$ cat src/rtl/uart_rx_pkg.sv
// Shared types and constants for the UART receive frame controller.
package uart_rx_pkg;

  localparam int unsigned DATA_W  = 8;
  localparam int unsigned PRESC_W = 6;

  localparam logic [3:0]         BIT_START  = 4'd0;
  localparam logic [3:0]         BIT_PAR    = 4'd9;
  localparam logic [PRESC_W-1:0] MIN_PRESC  = 6'd4;
  localparam logic [PRESC_W-1:0] DFLT_PRESC = 6'd8;
  localparam logic [PRESC_W-1:0] PRESC_ONE  = 6'd1;

  typedef enum logic [5:0] {
    IDLE   = 6'b000001,
    START  = 6'b000010,
    DATA   = 6'b000100,
    PARITY = 6'b001000,
    STOP   = 6'b010000,
    CHECK  = 6'b100000
  } rx_state_e;

  // Ratios too small to place a mid-bit sample fall back to the default.
  function automatic logic [PRESC_W-1:0] eff_presc(input logic [PRESC_W-1:0] p);
    return (p < MIN_PRESC) ? DFLT_PRESC : p;
  endfunction

  function automatic logic calc_parity(input logic [DATA_W-1:0] d, input logic typ);
    return (^d) ^ typ;
  endfunction

endpackage

$ cat src/rtl/uart_rx_fsm_if.sv
// Signal bundle between the receive frame controller and its sampler, parity checker and sink.
interface uart_rx_fsm_if;
  import uart_rx_pkg::*;

  logic               rx_in;
  logic [PRESC_W-1:0] prescale;
  logic               par_en;
  logic               par_typ;
  logic               sampled_bit;
  logic               sample_vld;
  logic               par_error;
  logic               dat_samp_en;
  logic [PRESC_W-1:0] edge_cnt;
  logic [3:0]         bit_cnt;
  logic               done;
  logic               par_chk_en;
  logic               calculated_par;
  logic               strt_glitch;
  logic               stp_error;
  logic [DATA_W-1:0]  p_data;
  logic               data_valid;

  modport slave (
    input  rx_in, prescale, par_en, par_typ, sampled_bit, sample_vld, par_error,
    output dat_samp_en, edge_cnt, bit_cnt, done, par_chk_en, calculated_par,
           strt_glitch, stp_error, p_data, data_valid
  );

  modport master (
    output rx_in, prescale, par_en, par_typ, sampled_bit, sample_vld, par_error,
    input  dat_samp_en, edge_cnt, bit_cnt, done, par_chk_en, calculated_par,
           strt_glitch, stp_error, p_data, data_valid
  );

endinterface

$ cat src/rtl/uart_rx_fsm_edge_bit_counter.sv
// Oversample edge counter and frame bit counter: clears while idle, counts while
// enabled and holds otherwise, so the final bit index survives through CHECK.
module edge_bit_counter
  import uart_rx_pkg::*;
(
  input  logic               clk,
  input  logic               rst,
  input  logic               clr_i,
  input  logic               en_i,
  input  logic [PRESC_W-1:0] presc_i,
  output logic [PRESC_W-1:0] edge_cnt_o,
  output logic [3:0]         bit_cnt_o,
  output logic               bit_wrap_o
);

  logic [PRESC_W-1:0] edge_cnt_q, edge_cnt_d;
  logic [3:0]         bit_cnt_q, bit_cnt_d;
  logic               last_edge;

  assign last_edge  = (edge_cnt_q == (presc_i - PRESC_ONE));
  assign edge_cnt_o = edge_cnt_q;
  assign bit_cnt_o  = bit_cnt_q;

  // Next-count logic and bit wrap strobe.
  always_comb begin
    edge_cnt_d = edge_cnt_q;
    bit_cnt_d  = bit_cnt_q;
    bit_wrap_o = 1'b0;
    if (clr_i) begin
      edge_cnt_d = '0;
      bit_cnt_d  = BIT_START;
    end else if (en_i) begin
      if (last_edge) begin
        edge_cnt_d = '0;
        bit_cnt_d  = bit_cnt_q + 4'd1;
        bit_wrap_o = 1'b1;
      end else begin
        edge_cnt_d = edge_cnt_q + PRESC_ONE;
      end
    end else begin
      edge_cnt_d = edge_cnt_q;
    end
  end

  // Counter registers.
  always_ff @(posedge clk or negedge rst) begin
    if (!rst) begin
      edge_cnt_q <= '0;
      bit_cnt_q  <= 4'd0;
    end else begin
      edge_cnt_q <= edge_cnt_d;
      bit_cnt_q  <= bit_cnt_d;
    end
  end

endmodule

$ cat src/rtl/uart_rx_fsm.sv
// UART receive frame controller: walks start/data/parity/stop bits, deserialises
// the byte and publishes it once the stop bit and parity checker agree.
module uart_rx_fsm
  import uart_rx_pkg::*;
(
  input  logic         clk,
  input  logic         rst,
  uart_rx_fsm_if.slave bus
);

  rx_state_e          state_q, state_d;
  logic [PRESC_W-1:0] presc_q, presc_d;
  logic               par_en_q, par_en_d;
  logic               par_typ_q, par_typ_d;
  logic [DATA_W-1:0]  shift_q, shift_d;
  logic [DATA_W-1:0]  p_data_q, p_data_d;
  logic               stp_err_q, stp_err_d;
  logic               glitch_q, glitch_d;

  logic               cnt_en;
  logic               cnt_clr;
  logic               bit_wrap;
  logic               done;
  logic               frame_ok;
  logic [PRESC_W-1:0] edge_cnt;
  logic [3:0]         bit_cnt;

  assign cnt_clr  = (state_q == IDLE);
  assign cnt_en   = (state_q == START) || (state_q == DATA) ||
                    (state_q == PARITY) || (state_q == STOP);
  assign done     = bus.sample_vld && (state_q != IDLE);
  assign frame_ok = !stp_err_q && !(par_en_q && bus.par_error);

  edge_bit_counter u_cnt (
    .clk        (clk),
    .rst        (rst),
    .clr_i      (cnt_clr),
    .en_i       (cnt_en),
    .presc_i    (presc_q),
    .edge_cnt_o (edge_cnt),
    .bit_cnt_o  (bit_cnt),
    .bit_wrap_o (bit_wrap)
  );

  assign bus.dat_samp_en    = cnt_en;
  assign bus.edge_cnt       = edge_cnt;
  assign bus.bit_cnt        = bit_cnt;
  assign bus.done           = done;
  assign bus.par_chk_en     = (state_q == PARITY);
  assign bus.calculated_par = calc_parity(shift_q, par_typ_q);
  assign bus.strt_glitch    = glitch_q;
  assign bus.stp_error      = stp_err_q;
  assign bus.p_data         = p_data_q;
  assign bus.data_valid     = (state_q == CHECK) && frame_ok;

  // Frame sequencing, deserialisation and result capture.
  always_comb begin
    state_d   = state_q;
    presc_d   = presc_q;
    par_en_d  = par_en_q;
    par_typ_d = par_typ_q;
    shift_d   = shift_q;
    p_data_d  = p_data_q;
    stp_err_d = stp_err_q;
    glitch_d  = 1'b0;
    case (state_q)
      IDLE: begin
        if (!bus.rx_in) begin
          // Frame configuration is frozen here for the whole frame.
          state_d   = START;
          presc_d   = eff_presc(bus.prescale);
          par_en_d  = bus.par_en;
          par_typ_d = bus.par_typ;
          stp_err_d = 1'b0;
        end else begin
          state_d = IDLE;
        end
      end
      START: begin
        if (done && bus.sampled_bit) begin
          glitch_d = 1'b1;
          state_d  = IDLE;
        end else if (bit_wrap) begin
          state_d = DATA;
        end else begin
          state_d = START;
        end
      end
      DATA: begin
        if (done) begin
          shift_d = {bus.sampled_bit, shift_q[DATA_W-1:1]};
        end else begin
          shift_d = shift_q;
        end
        if (bit_wrap && (bit_cnt == (BIT_PAR - 4'd1))) begin
          state_d = par_en_q ? PARITY : STOP;
        end else begin
          state_d = DATA;
        end
      end
      PARITY: begin
        if (bit_wrap) begin
          state_d = STOP;
        end else begin
          state_d = PARITY;
        end
      end
      STOP: begin
        // Leave at the stop sample so the next start edge is always caught.
        if (done) begin
          stp_err_d = ~bus.sampled_bit;
          state_d   = CHECK;
        end else begin
          state_d = STOP;
        end
      end
      CHECK: begin
        state_d = IDLE;
        if (frame_ok) begin
          p_data_d = shift_q;
        end else begin
          p_data_d = p_data_q;
        end
      end
      default: begin
        state_d = IDLE;
      end
    endcase
  end

  // State and datapath registers.
  always_ff @(posedge clk or negedge rst) begin
    if (!rst) begin
      state_q   <= IDLE;
      presc_q   <= DFLT_PRESC;
      par_en_q  <= 1'b0;
      par_typ_q <= 1'b0;
      shift_q   <= '0;
      p_data_q  <= '0;
      stp_err_q <= 1'b0;
      glitch_q  <= 1'b0;
    end else begin
      state_q   <= state_d;
      presc_q   <= presc_d;
      par_en_q  <= par_en_d;
      par_typ_q <= par_typ_d;
      shift_q   <= shift_d;
      p_data_q  <= p_data_d;
      stp_err_q <= stp_err_d;
      glitch_q  <= glitch_d;
    end
  end

endmodule

$ cat src/flat_wrapper.sv
// flat-port wrapper written by rule: the top's interface ports become plain ports
module uart_rx_fsm_flat import uart_rx_pkg::*;
  (clk, rst, bus_rx_in, bus_prescale, bus_par_en, bus_par_typ, bus_sampled_bit, bus_sample_vld, bus_par_error, bus_dat_samp_en, bus_edge_cnt, bus_bit_cnt, bus_done, bus_par_chk_en, bus_calculated_par, bus_strt_glitch, bus_stp_error, bus_p_data, bus_data_valid);
  uart_rx_fsm_if bus_i ();
  input  logic clk;
  input  logic rst;
  input wire logic [$bits(bus_i.rx_in)-1:0] bus_rx_in;
  input wire logic [$bits(bus_i.prescale)-1:0] bus_prescale;
  input wire logic [$bits(bus_i.par_en)-1:0] bus_par_en;
  input wire logic [$bits(bus_i.par_typ)-1:0] bus_par_typ;
  input wire logic [$bits(bus_i.sampled_bit)-1:0] bus_sampled_bit;
  input wire logic [$bits(bus_i.sample_vld)-1:0] bus_sample_vld;
  input wire logic [$bits(bus_i.par_error)-1:0] bus_par_error;
  output wire logic [$bits(bus_i.dat_samp_en)-1:0] bus_dat_samp_en;
  output wire logic [$bits(bus_i.edge_cnt)-1:0] bus_edge_cnt;
  output wire logic [$bits(bus_i.bit_cnt)-1:0] bus_bit_cnt;
  output wire logic [$bits(bus_i.done)-1:0] bus_done;
  output wire logic [$bits(bus_i.par_chk_en)-1:0] bus_par_chk_en;
  output wire logic [$bits(bus_i.calculated_par)-1:0] bus_calculated_par;
  output wire logic [$bits(bus_i.strt_glitch)-1:0] bus_strt_glitch;
  output wire logic [$bits(bus_i.stp_error)-1:0] bus_stp_error;
  output wire logic [$bits(bus_i.p_data)-1:0] bus_p_data;
  output wire logic [$bits(bus_i.data_valid)-1:0] bus_data_valid;
  assign bus_i.rx_in = bus_rx_in;
  assign bus_i.prescale = bus_prescale;
  assign bus_i.par_en = bus_par_en;
  assign bus_i.par_typ = bus_par_typ;
  assign bus_i.sampled_bit = bus_sampled_bit;
  assign bus_i.sample_vld = bus_sample_vld;
  assign bus_i.par_error = bus_par_error;
  assign bus_dat_samp_en = bus_i.dat_samp_en;
  assign bus_edge_cnt = bus_i.edge_cnt;
  assign bus_bit_cnt = bus_i.bit_cnt;
  assign bus_done = bus_i.done;
  assign bus_par_chk_en = bus_i.par_chk_en;
  assign bus_calculated_par = bus_i.calculated_par;
  assign bus_strt_glitch = bus_i.strt_glitch;
  assign bus_stp_error = bus_i.stp_error;
  assign bus_p_data = bus_i.p_data;
  assign bus_data_valid = bus_i.data_valid;
  uart_rx_fsm u_core (.clk(clk), .rst(rst), .bus(bus_i));
endmodule
$ cat config.mk
export PLATFORM = sky130hd
export DESIGN_NAME = uart_rx_fsm_flat
export DESIGN_NICKNAME = d
export VERILOG_FILES = /design/src/rtl/uart_rx_pkg.sv /design/src/rtl/uart_rx_fsm_if.sv /design/src/rtl/uart_rx_fsm_edge_bit_counter.sv /design/src/rtl/uart_rx_fsm.sv /design/src/flat_wrapper.sv
export SDC_FILE = /design/constraint.sdc
export NUM_CORES = 1
export LEC_CHECK = 0
export CAP_MARGIN = 20
export CORE_MARGIN = 3
export CORE_UTILIZATION = 40
export CTS_BUF_LIST = sky130_fd_sc_hd__clkbuf_4 sky130_fd_sc_hd__clkbuf_8
export DETAILED_ROUTE_END_ITERATION = 7
export GPL_ROUTABILITY_DRIVEN = 1
export HOLD_SLACK_MARGIN = 0.12
export PLACE_DENSITY = 0.68
export SKIP_LAST_GASP = 1
export SYNTH_ARGS = -nofsm -noshare
export SYNTH_HDL_FRONTEND = slang
export SYNTH_SLANG_ARGS = --single-unit
$ cat constraint.sdc
create_clock -name clk -period 1.9 [get_ports clk]
set_input_delay 0.38 -clock clk [delete_from_list [all_inputs] [get_ports clk]]
set_output_delay 0.38 -clock clk [all_outputs]
set_load 0.05 [all_outputs]
### Yosys cells after proc, flatten, opt, wreduce, memory -nomap -nowiden

Index checks and enable logic that the tools add are counted.

* bits in registers: 42
* bits of input ports: 14
* output and inout bits: 25
* logic and storage cells: 71

* add/subtract/negate cells: 3
* magnitude comparators: 1
* equality and inequality tests: 11
* muxes and demuxes: 23
* bitwise logic cells: 3
* reductions and logical operators: 20

Operators by type and width (number)
* 6-bit 2-to-1 mux: 7
* 6-bit one-hot mux with 5 select lines: 1
* 4-bit 2-to-1 mux: 3
* 5-bit 2-to-1 mux: 2
* 2-bit AND reduction: 4
* 8-bit parity: 1
* 1-bit 2-to-1 mux: 7
* 6-bit by 1-bit adder with 6-bit output (second input constant): 1
* 6-bit by 1-bit == test with 1-bit output (second input constant): 1
* 6-bit by 2-bit == test with 1-bit output (second input constant): 1
* 6-bit by 3-bit == test with 1-bit output (second input constant): 1
* 6-bit by 4-bit == test with 1-bit output (second input constant): 1
* 6-bit by 5-bit == test with 1-bit output (second input constant): 1
* 6-bit == test: 1
* 6-bit == test (second input constant): 1
* 1-bit logical AND: 6
* 6-bit by 3-bit < comparator with 1-bit output (second input constant): 1
* 6-bit by 1-bit inequality test with 1-bit output (second input constant): 1
* 2-bit nonzero test: 3
* 6-bit by 1-bit subtractor with 6-bit output (second input constant): 1
* 4-bit by 1-bit adder with 4-bit output (second input constant): 1
* 4-bit == test (second input constant): 1
* 1-bit logical OR: 3
* 3-bit 2-to-1 mux: 1
* other kinds (8): 10

### Depth between registers and ports, before layout

Gate-level depths: netlist of run 1.

* word-level depth: 9
* gate-level depth with buffers: 7
* depth with buffers taken out: 7

### Modules after synthesis

Synthesis of run 1 repeated with hierarchy kept, for this count alone.

* cell total of the unflattened synthesis: 206
* area total of the unflattened synthesis: 2227.1 um^2

Modules (own cells, without submodules)
* uart_rx_fsm: times used 1, cells an instance 127, area an instance 1491.4 um^2, sequential area each 803.3 um^2
* edge_bit_counter: times used 1, cells an instance 79, area an instance 735.7 um^2, sequential area each 250.2 um^2

### Least setup slack after synthesis of run 1

Ideal clock, no wire load.

* path type: reg-to-reg
* start: reg u_core.u_cnt.edge_cnt_q[2] (netlist: u_core.u_cnt.edge_cnt_o[2])
* end: reg u_core.u_cnt.bit_cnt_q[1] (netlist: u_core.u_cnt.bit_cnt_o[1])
* library setup time: 0.125 ns
* arrival: 1.976 ns
* data required time: 1.775 ns
* setup slack: -0.201 ns
* stages on the path, launching flop included: 7
* buffers on the path: 1
* clock period less this slack: 2.101 ns
* cells stage by stage: dfrtp_1 > nand2b_1 > o211a_1 > o31a_1 > buf_6 > nor3_4 > mux2_4

* word-level cells in the longest chain between the ends: 3

Ends and longest elaborated chain
* start: declaration: RTL line uart_rx_fsm_edge_bit_counter.sv:16 `logic [PRESC_W-1:0] edge_cnt_q, edge_cnt_d;`
* start signal: assignment: RTL line uart_rx_fsm_edge_bit_counter.sv:51 `edge_cnt_q <= edge_cnt_d;`
* 6-bit == test: RTL line uart_rx_fsm_edge_bit_counter.sv:20 `assign last_edge = (edge_cnt_q == (presc_i - PRESC_ONE));`
* 2-bit nonzero test (no source line)
* 2-bit AND reduction (no source line)
* end signal: assignment: RTL line uart_rx_fsm_edge_bit_counter.sv:52 `bit_cnt_q <= bit_cnt_d;`
* end: declaration: RTL line uart_rx_fsm_edge_bit_counter.sv:17 `logic [3:0] bit_cnt_q, bit_cnt_d;`

No other way between the ends.
A chain may end at the register's enable or synchronous reset.

### Final worst setup path of run 1

* start: reg u_core.state_q[3]
* end: out bus_done

* word-level cells in the longest chain between the ends: 2

Ends and longest elaborated chain
* start: declaration: RTL line uart_rx_fsm.sv:11 `rx_state_e state_q, state_d;`
* start signal: assignment: RTL line uart_rx_fsm.sv:143 `state_q <= state_d;`
* 6-bit by 1-bit inequality test with 1-bit output: RTL line uart_rx_fsm.sv:31 `assign done = bus.sample_vld && (state_q != IDLE);`
* 1-bit logical AND: RTL line uart_rx_fsm.sv:31
* end: declaration: RTL line flat_wrapper.sv:17 `output wire logic [$bits(bus_i.done)-1:0] bus_done;`

No other way between the ends.

==> results of run 1 <==
-- worst max-delay path, delay by kind of cell (launching register included) --
| family | cells | cell delay, ns |
|---|---|---|
| AND/OR/NAND/NOR | 3 | 0.53 |
| buffers and inverters | 3 | 0.34 |
| flip-flops | 1 | 0.46 |
-- power groups by stage --
stage / Combinational [mW] / Sequential [mW] / Clock (mW)
after floorplan: 0.820 / 1.20 / 0
after global placement: 1.37 / 1.16 / 0
after detailed placement: 1.39 / 1.16 / 0
after CTS: 1.49 / 1.16 / 0.872
after global routing: 1.92 / 1.21 / 0.896
final: 1.79 / 1.19 / 0.855
-- layout by cell type, fill, tap and decap left out, types with 3 or more instances in the layout --
| cell type | count |
|---|---|
| xnor2_2 | 4 |
| nand2_1 | 37 |
| buf_6 | 9 |
| buf_12 | 5 |
| inv_1 | 10 |
| dfrtp_2 | 7 |
| clkdlybuf4s50_1 | 19 |
| nand3_1 | 4 |
| nand3b_1 | 4 |
| nor4_4 | 4 |
| o211ai_1 | 4 |
| buf_4 | 50 |
| inv_2 | 4 |
| nor3_1 | 4 |
| o21ai_0 | 6 |
| nor2_1 | 6 |
| xnor2_1 | 9 |
| clkbuf_8 | 5 |
| dfrtp_1 | 33 |
| xor2_1 | 6 |
| mux2i_1 | 4 |
| ha_1 | 3 |
| nor2b_1 | 3 |
| mux2_4 | 12 |
| nand2b_1 | 4 |
| a21oi_1 | 8 |
-- per-stage QoR --
stage / hold WS (ns) / area [µm²] / util, % / std cells / TNS [ns]
final: 0.482 / 3450 / 65.5 / 384 / -0.493
after global routing: 0.520 / 3450 / 65.5 / 384 / -1.90
after CTS: 0.483 / 3220 / 61.1 / 373 / -0.200
after detailed placement: 0.374 / 2920 / 55.3 / 352 / -0.00492
after global placement: 0.369 / 2920 / 55.3 / 352 / 0
after floorplan: 0.0844 / 2270 / - / 224 / -0.128
-- metal layers --
metal / wire length [µm] / part of all wire (%) / up-vias
li1: - / - / 952
met1: 2820 / 47 / 968
met2: 2890 / 48 / 45
met3: 253 / 4.2 / 8
met4: 70 / 1.2 / 0
met5: 0 / 0 / -
-- flip-flops by register name, indices dropped and copies added, names as in the netlist --
| register | flops |
|---|---|
| u_core.bus.stp_error | 1 |
| u_core.u_cnt.bit_cnt_o | 4 |
| u_core.par_en_q | 1 |
| u_core.u_cnt.edge_cnt_o | 6 |
| u_core.shift_q | 8 |
| u_core.bus.strt_glitch | 1 |
| u_core.par_typ_q | 1 |
| u_core.bus.p_data | 8 |
| u_core.presc_q | 6 |
| u_core.state_q | 6 |
-- layout make-up --
class                   instances  area share (%)
multi-input cells             160            37.1
inverters                      15            1.67
flip-flops and latches         42            30.8
clock inverters                 3            1.99
repair buffers                 89            23.9
well taps                      70            2.54
clock buffers                   5            1.99
-- worst max-delay path by stage --
stage / cells past startpoint / slack (ns) / end
after floorplan: 7 / -0.13 / u_core.u_cnt.bit_cnt_o[1]$_DFFE_PN0P_
after global placement: 5 / 0.06 / u_core.shift_q[5]$_DFFE_PN0P_
after detailed placement: 8 / -0.005 / u_core.state_q[3]$_DFF_PN0_
after CTS: 5 / -0.11 / bus_calculated_par
after global routing: 6 / -0.19 / bus_done
final: 6 / -0.11 / bus_done
-- kinds of logic after synthesis --
family	after synthesis	synth area share, %
adders and majority gates	4	2.22
buffers and inverters	22	4.77
xor gates and xnor gates	19	7.38
muxes	17	8.43
DFF	42	46.7
and+or+nand+nor	86	20.7
AOI/OAI and AO/OA	34	9.82
-- repair_timing --
item,CTS,global route
pin swaps,12,13
gates cloned,0,1
gates resized for setup,17,42
hold buffers,1,0
endpoints found under the hold margin,40,0
endpoints found under the setup margin,10,32
setup buffers,12,11
==> flow_summary.json, run 1 <==
{
  "insertion_delay_ns": 0.30,
  "cp_slowest_cell": "dfrtp_2",
  "cts_sinks": 42,
  "hp-class": "flop to flop",
  "path_cells": "buf_6, nor4_4, nand2_2, nand2_2, inv_2, buf_8",
  "p_sw_share_pct": 36.2,
  "skew_ns": 0.00396,
  "grt.overflow.total": 0,
  "die_y_um": 81.1,
  "required_ns": 1.52,
  "critical_path.startpoint": "u_core.state_q[3]$_DFF_PN0_",
  "cts_made_buffers": 5,
  "syn_to_final_growth_pct": 53.1,
  "core_area_um2": 5270,
  "min_to": "u_core.bus.p_data[1]$_DFFE_PN0P_",
  "grt-busiest-layer": "met2",
  "ys_ff_latch": 42,
  "drtPass1Iterations": 4,
  "tightest_slew_ns": 0.501,
  "relSlewSlack_pct": 66.5,
  "clockBufferDepth": 2,
  "critPathMaxFanout": 5,
  "first_iter_violations": 155,
  "first_global_vias": 1862,
  "start_util_pct": 42.8,
  "synthCells": 224,
  "synth-main-ff-cell": "dfrtp_1",
  "power_frac_comb_pct": 46.7,
  "antenna_found_initial": 0,
  "hp-start": "u_core.bus.p_data[1]$_DFFE_PN0P_",
  "grt_util_met3_pct": 3.77,
  "rr_worst_depth": 8,
  "post-place-ws_ns": -0.00492,
  "seq_area_frac_synth_pct": 46.7,
  "synth_most_common_cell": "dfrtp_1",
  "design_power_total_mw": 3.84,
  "multi_input_area_um2": 1280,
  "pwr-share-clk_pct": 22.3,
  "p_leak_nw": 1.66,
  "fill_cells": 418,
  "clkTransAtPathRegs_ns": 0.09,
  "ir_drop_uv": 547,
  "placementRows": 26,
  "postSynthAreaPerCell_um2": 10.1,
  "routed_via_density": 5.14,
  "drv_cap": 0,
  "path_class": "flop to output port",
  "cp-end-kind": "output port",
  "ys_types": 48,
  "grtUsageMet1_pct": 27.1,
  "fmax_mhz": 498,
  "violations": "negative setup slack",
  "grt_use_total_pct": 18.6,
  "drtAntennaViolNets": 0,
  "synth_top_cell_by_area": "dfrtp_1",
  "num_vias": 1973,
  "tritoncts": "done",
  "r2r_start": "u_core.state_q[3]$_DFF_PN0_",
  "async_flop_share_pct": 100,
  "drive_gt1_share_pct": 40.8,
  "synth_edf_count": 0,
  "io_buffers": 38,
  "setup_ws_ns": -0.107,
  "synth_top_area_share_pct": 44.4,
  "grt_pass1_wl_um": 9340,
  "drc": 0,
  "die_w_um": 81.1,
  "crit_top_cell": "nand2_2",
  "dieArea_um2": 6580,
  "status": "finished, violations left",
  "routedWlPerCell_um": 15.7,
  "min_period_ns": 2.01,
  "grt_setup_unrepaired": "true",
  "synth.area.top_cells": "dfrtp_1 (44%), nand2_1 (6.5%), xnor2_1 (5.0%), mux2_1 (4.0%), dfstp_2 (2.3%)",
  "crit_path_start_kind": "flop",
  "synthTopCellsByCount": "dfrtp_1 (40), nand2_1 (39), inv_1 (14)",
  "diodes": 0,
  "intPower_mw": 2.45,
  "arrival_ns": 1.63,
  "switching_power_mw": 1.39,
  "io_pins": 39,
  "synth_fp_nets": 242,
  "seqPwrFrac_pct": 31.0,
  "holdPathStages": 2,
  "maxSlewViolCount": 0,
  "htreeDepth": 2,
  "hold_viol": 0,
  "gp_congestion": 0.821,
  "p_per_area_nw_per_um2": 1110,
  "reg2reg_to": "u_core.par_en_q$_DFFE_PN0P_",
  "wirelength_um": 6040,
  "yosysWarnings": 0,
  "setup_viol": 10,
  "dp_hpwl_um": 3820,
  "reg2reg_slack_ns": -0.07,
  "clock-root-buffer": "clkbuf_8",
  "syn_area_um2": 2260,
  "nets": 331,
  "slowest_delay_ns": 0.46,
  "use_met2_pct": 27.9,
  "ff_latch_area_um2": 1060,
  "timing.final.crit_share_pct": 106,
  "grt_max_degree": 43
}
No activity file was read; power rests on OpenSTA's default activity.
==> run 2, diff against run 1 <==
Settings changed: PLACE_DENSITY 0.68 to 0.65.
Clock period 1.9 ns to 2.6 ns, I/O delays scaled along.
==> run 2 against run 1 <==
Net effect:
- the flow now finishes without violations
- worst setup slack better by 0.25 ns
- die area is the same
- core utilization shrank 12 points
- clock power is 48% lower
- sequential cell count is the same
- final cell count fell by 12%
- hold slack worse by 0.0032 ns
- final area shrank 18%
- first-iteration DRC count shrank 26%
- register-to-register slack improved by 0.51 ns
==> flow_summary.json, run 2 (synthesis results as in run 1) <==
{
  "routed_via_density": 5.06,
  "die_y_um": 81.1,
  "critical_path.startpoint": "u_core.state_q[3]$_DFF_PN0_",
  "setup_ws_ns": 0.146,
  "cp-end-kind": "output port",
  "diodes": 0,
  "p_leak_nw": 1.28,
  "wirelength_um": 4780,
  "pwr-share-clk_pct": 21.2,
  "p_per_area_nw_per_um2": 739,
  "drive_gt1_share_pct": 12.6,
  "clkTransAtPathRegs_ns": 0.09,
  "hp-class": "flop to flop",
  "tritoncts": "done",
  "post_cts_buffers": 0,
  "cp.depth": 5,
  "dieArea_um2": 6580,
  "skew_ns": 0.0100,
  "r2r_start": "u_core.presc_q[0]$_DFFE_PN0P_",
  "fill_cells": 490,
  "grt_pass1_wl_um": 8090,
  "power_frac_comb_pct": 37.9,
  "arrival_ns": 1.93,
  "path_class": "flop to output port",
  "status": "finished clean",
  "io_buffers": 38,
  "cp_slowest_cell": "dfrtp_1",
  "grt_use_total_pct": 16.2,
  "drtAntennaViolNets": 0,
  "p_sw_share_pct": 38.5,
  "gp_congestion": 0.800,
  "drtPass1Iterations": 4,
  "setup-tns-final_ns": 0,
  "syn_to_final_growth_pct": 25.7,
  "num_vias": 1716,
  "start_util_pct": 42.8,
  "grt.overflow.total": 0,
  "ir_drop_uv": 357,
  "seqPwrFrac_pct": 40.9,
  "core_area_um2": 5270,
  "utilization_pct": 53.8,
  "fmax_mhz": 407,
  "placed_cell_area_um2": 2730,
  "post-place-ws_ns": 0.396,
  "path_cells": "xor2_1, o211ai_1, a21o_1, inv_1, buf_12",
  "design_power_total_mw": 2.10,
  "hold_viol": 0,
  "first_iter_violations": 114,
  "timing.final.crit_share_pct": 94.4,
  "holdWs_ns": 0.478,
  "cp-endpoint": "bus_dat_samp_en",
  "crit_buf_inv": 2,
  "maxSlewViolCount": 0,
  "htreeDepth": 2,
  "instances_no_fill": 339,
  "grt_max_degree": 20,
  "reg2reg_to": "u_core.state_q[3]$_DFF_PN0_",
  "drc": 0,
  "path_delay_family": "compound AO/OA/AOI/OAI gates",
  "tightest_slew_ns": 0.503,
  "layout_common_cells": "dfrtp_1 (40), nand2_1 (39), clkdlybuf4s50_1 (32)",
  "required_ns": 2.08,
  "dp_hpwl_um": 3720,
  "min_period_ns": 2.45,
  "intPower_mw": 1.29,
  "mostFrequentLayoutCell": "dfrtp_1",
  "die_w_um": 81.1,
  "critPathMaxFanout": 9,
  "clockBufferDepth": 2,
  "clock-root-buffer": "clkbuf_8",
  "reg2reg_slack_ns": 0.44,
  "final_area_um2": 2840,
  "routedWlPerCell_um": 14.1,
  "first_global_vias": 1642,
  "crit_path_start_kind": "flop",
  "switching_power_uw": 808,
  "cts_made_buffers": 5,
  "setup_viol": 0,
  "cts_sinks": 42,
  "nets": 286,
  "slowest_delay_ns": 0.48,
  "dp.cells": 330,
  "placementRows": 26,
  "relSlewSlack_pct": 66.4,
  "insertion_delay_ns": 0.29,
  "rr_worst_depth": 8,
  "drv_cap": 0,
  "io_pins": 39,
  "antenna_found_initial": 0,
  "grt_setup_unrepaired": "false"
}
## run 2: cell types whose count changed in the layout (fill, tap and decap cells not counted), sizes merged
cell | previous run | this run
buf | 67 | 11
bufinv | 2 | 0
clkbuf | 5 | 6
clkdlybuf4s50 | 19 | 32
clkinvlp | 0 | 1
dlymetal6s2s | 2 | 0
## run 2: final cells by class
type                       instances  area (µm²)  share of cell area (%)
clock buffer                       6        82.6                    2.91
clock inverter                     2        12.5                   0.441
sequential                        42        1050                    37.2
multi-input combinational        160        1090                    38.6
inverter                          15        56.3                    1.99
tap                               70        87.6                    3.09
timing repair buffer              44         448                    15.8
## run 2: power groups by stage
stage / logic [mW] / clock network [mW] / registers (mW)
final: 0.795 / 0.443 / 0.858
after global placement: 0.793 / 0 / 0.872
after global routing: 0.871 / 0.472 / 0.878
after floorplan: 0.592 / 0 / 0.874
after detailed placement: 0.798 / 0 / 0.870
after CTS: 0.803 / 0.454 / 0.857
## run 2: how the worst min path moves through the flow
stage                                                start                                to  slack (ns)  depth (start not counted)
after CTS                 u_core.bus.p_data[0]$_DFFE_PN0P_  u_core.bus.p_data[0]$_DFFE_PN0P_        0.48                          2
after global placement                                 rst     u_core.presc_q[1]$_DFFE_PN0P_        0.40                          1
after floorplan                                        rst  u_core.bus.p_data[0]$_DFFE_PN0P_        0.22                          0
after detailed placement                               rst     u_core.presc_q[0]$_DFFE_PN0P_        0.40                          1
final                     u_core.bus.p_data[0]$_DFFE_PN0P_  u_core.bus.p_data[0]$_DFFE_PN0P_        0.48                          2
after global routing      u_core.bus.p_data[0]$_DFFE_PN0P_  u_core.bus.p_data[0]$_DFFE_PN0P_        0.50                          2
## run 2: worst reg2reg max path, stage by stage (launching register included)
cell	delay [ns]
dfrtp_1	0.41
inv_1	0.08
ha_1	0.30
xnor2_1	0.13
nor2_1	0.18
nand4b_4	0.21
nor3_4	0.39
buf_4	0.20
mux2i_1	0.17
## run 2: repair_timing
action,CTS,global route
setup endpoints to repair,0,0
hold endpoints to repair,8,0
resized for setup,0,0
hold buffers,1,0
## run 2: per-layer routing
metal / GRT usage [%] / share of wire [%]
met5: 0 / 0
met4: 5.57 / 0.82
met3: 3.33 / 4.0
met2: 23.9 / 46
met1: 23.6 / 50
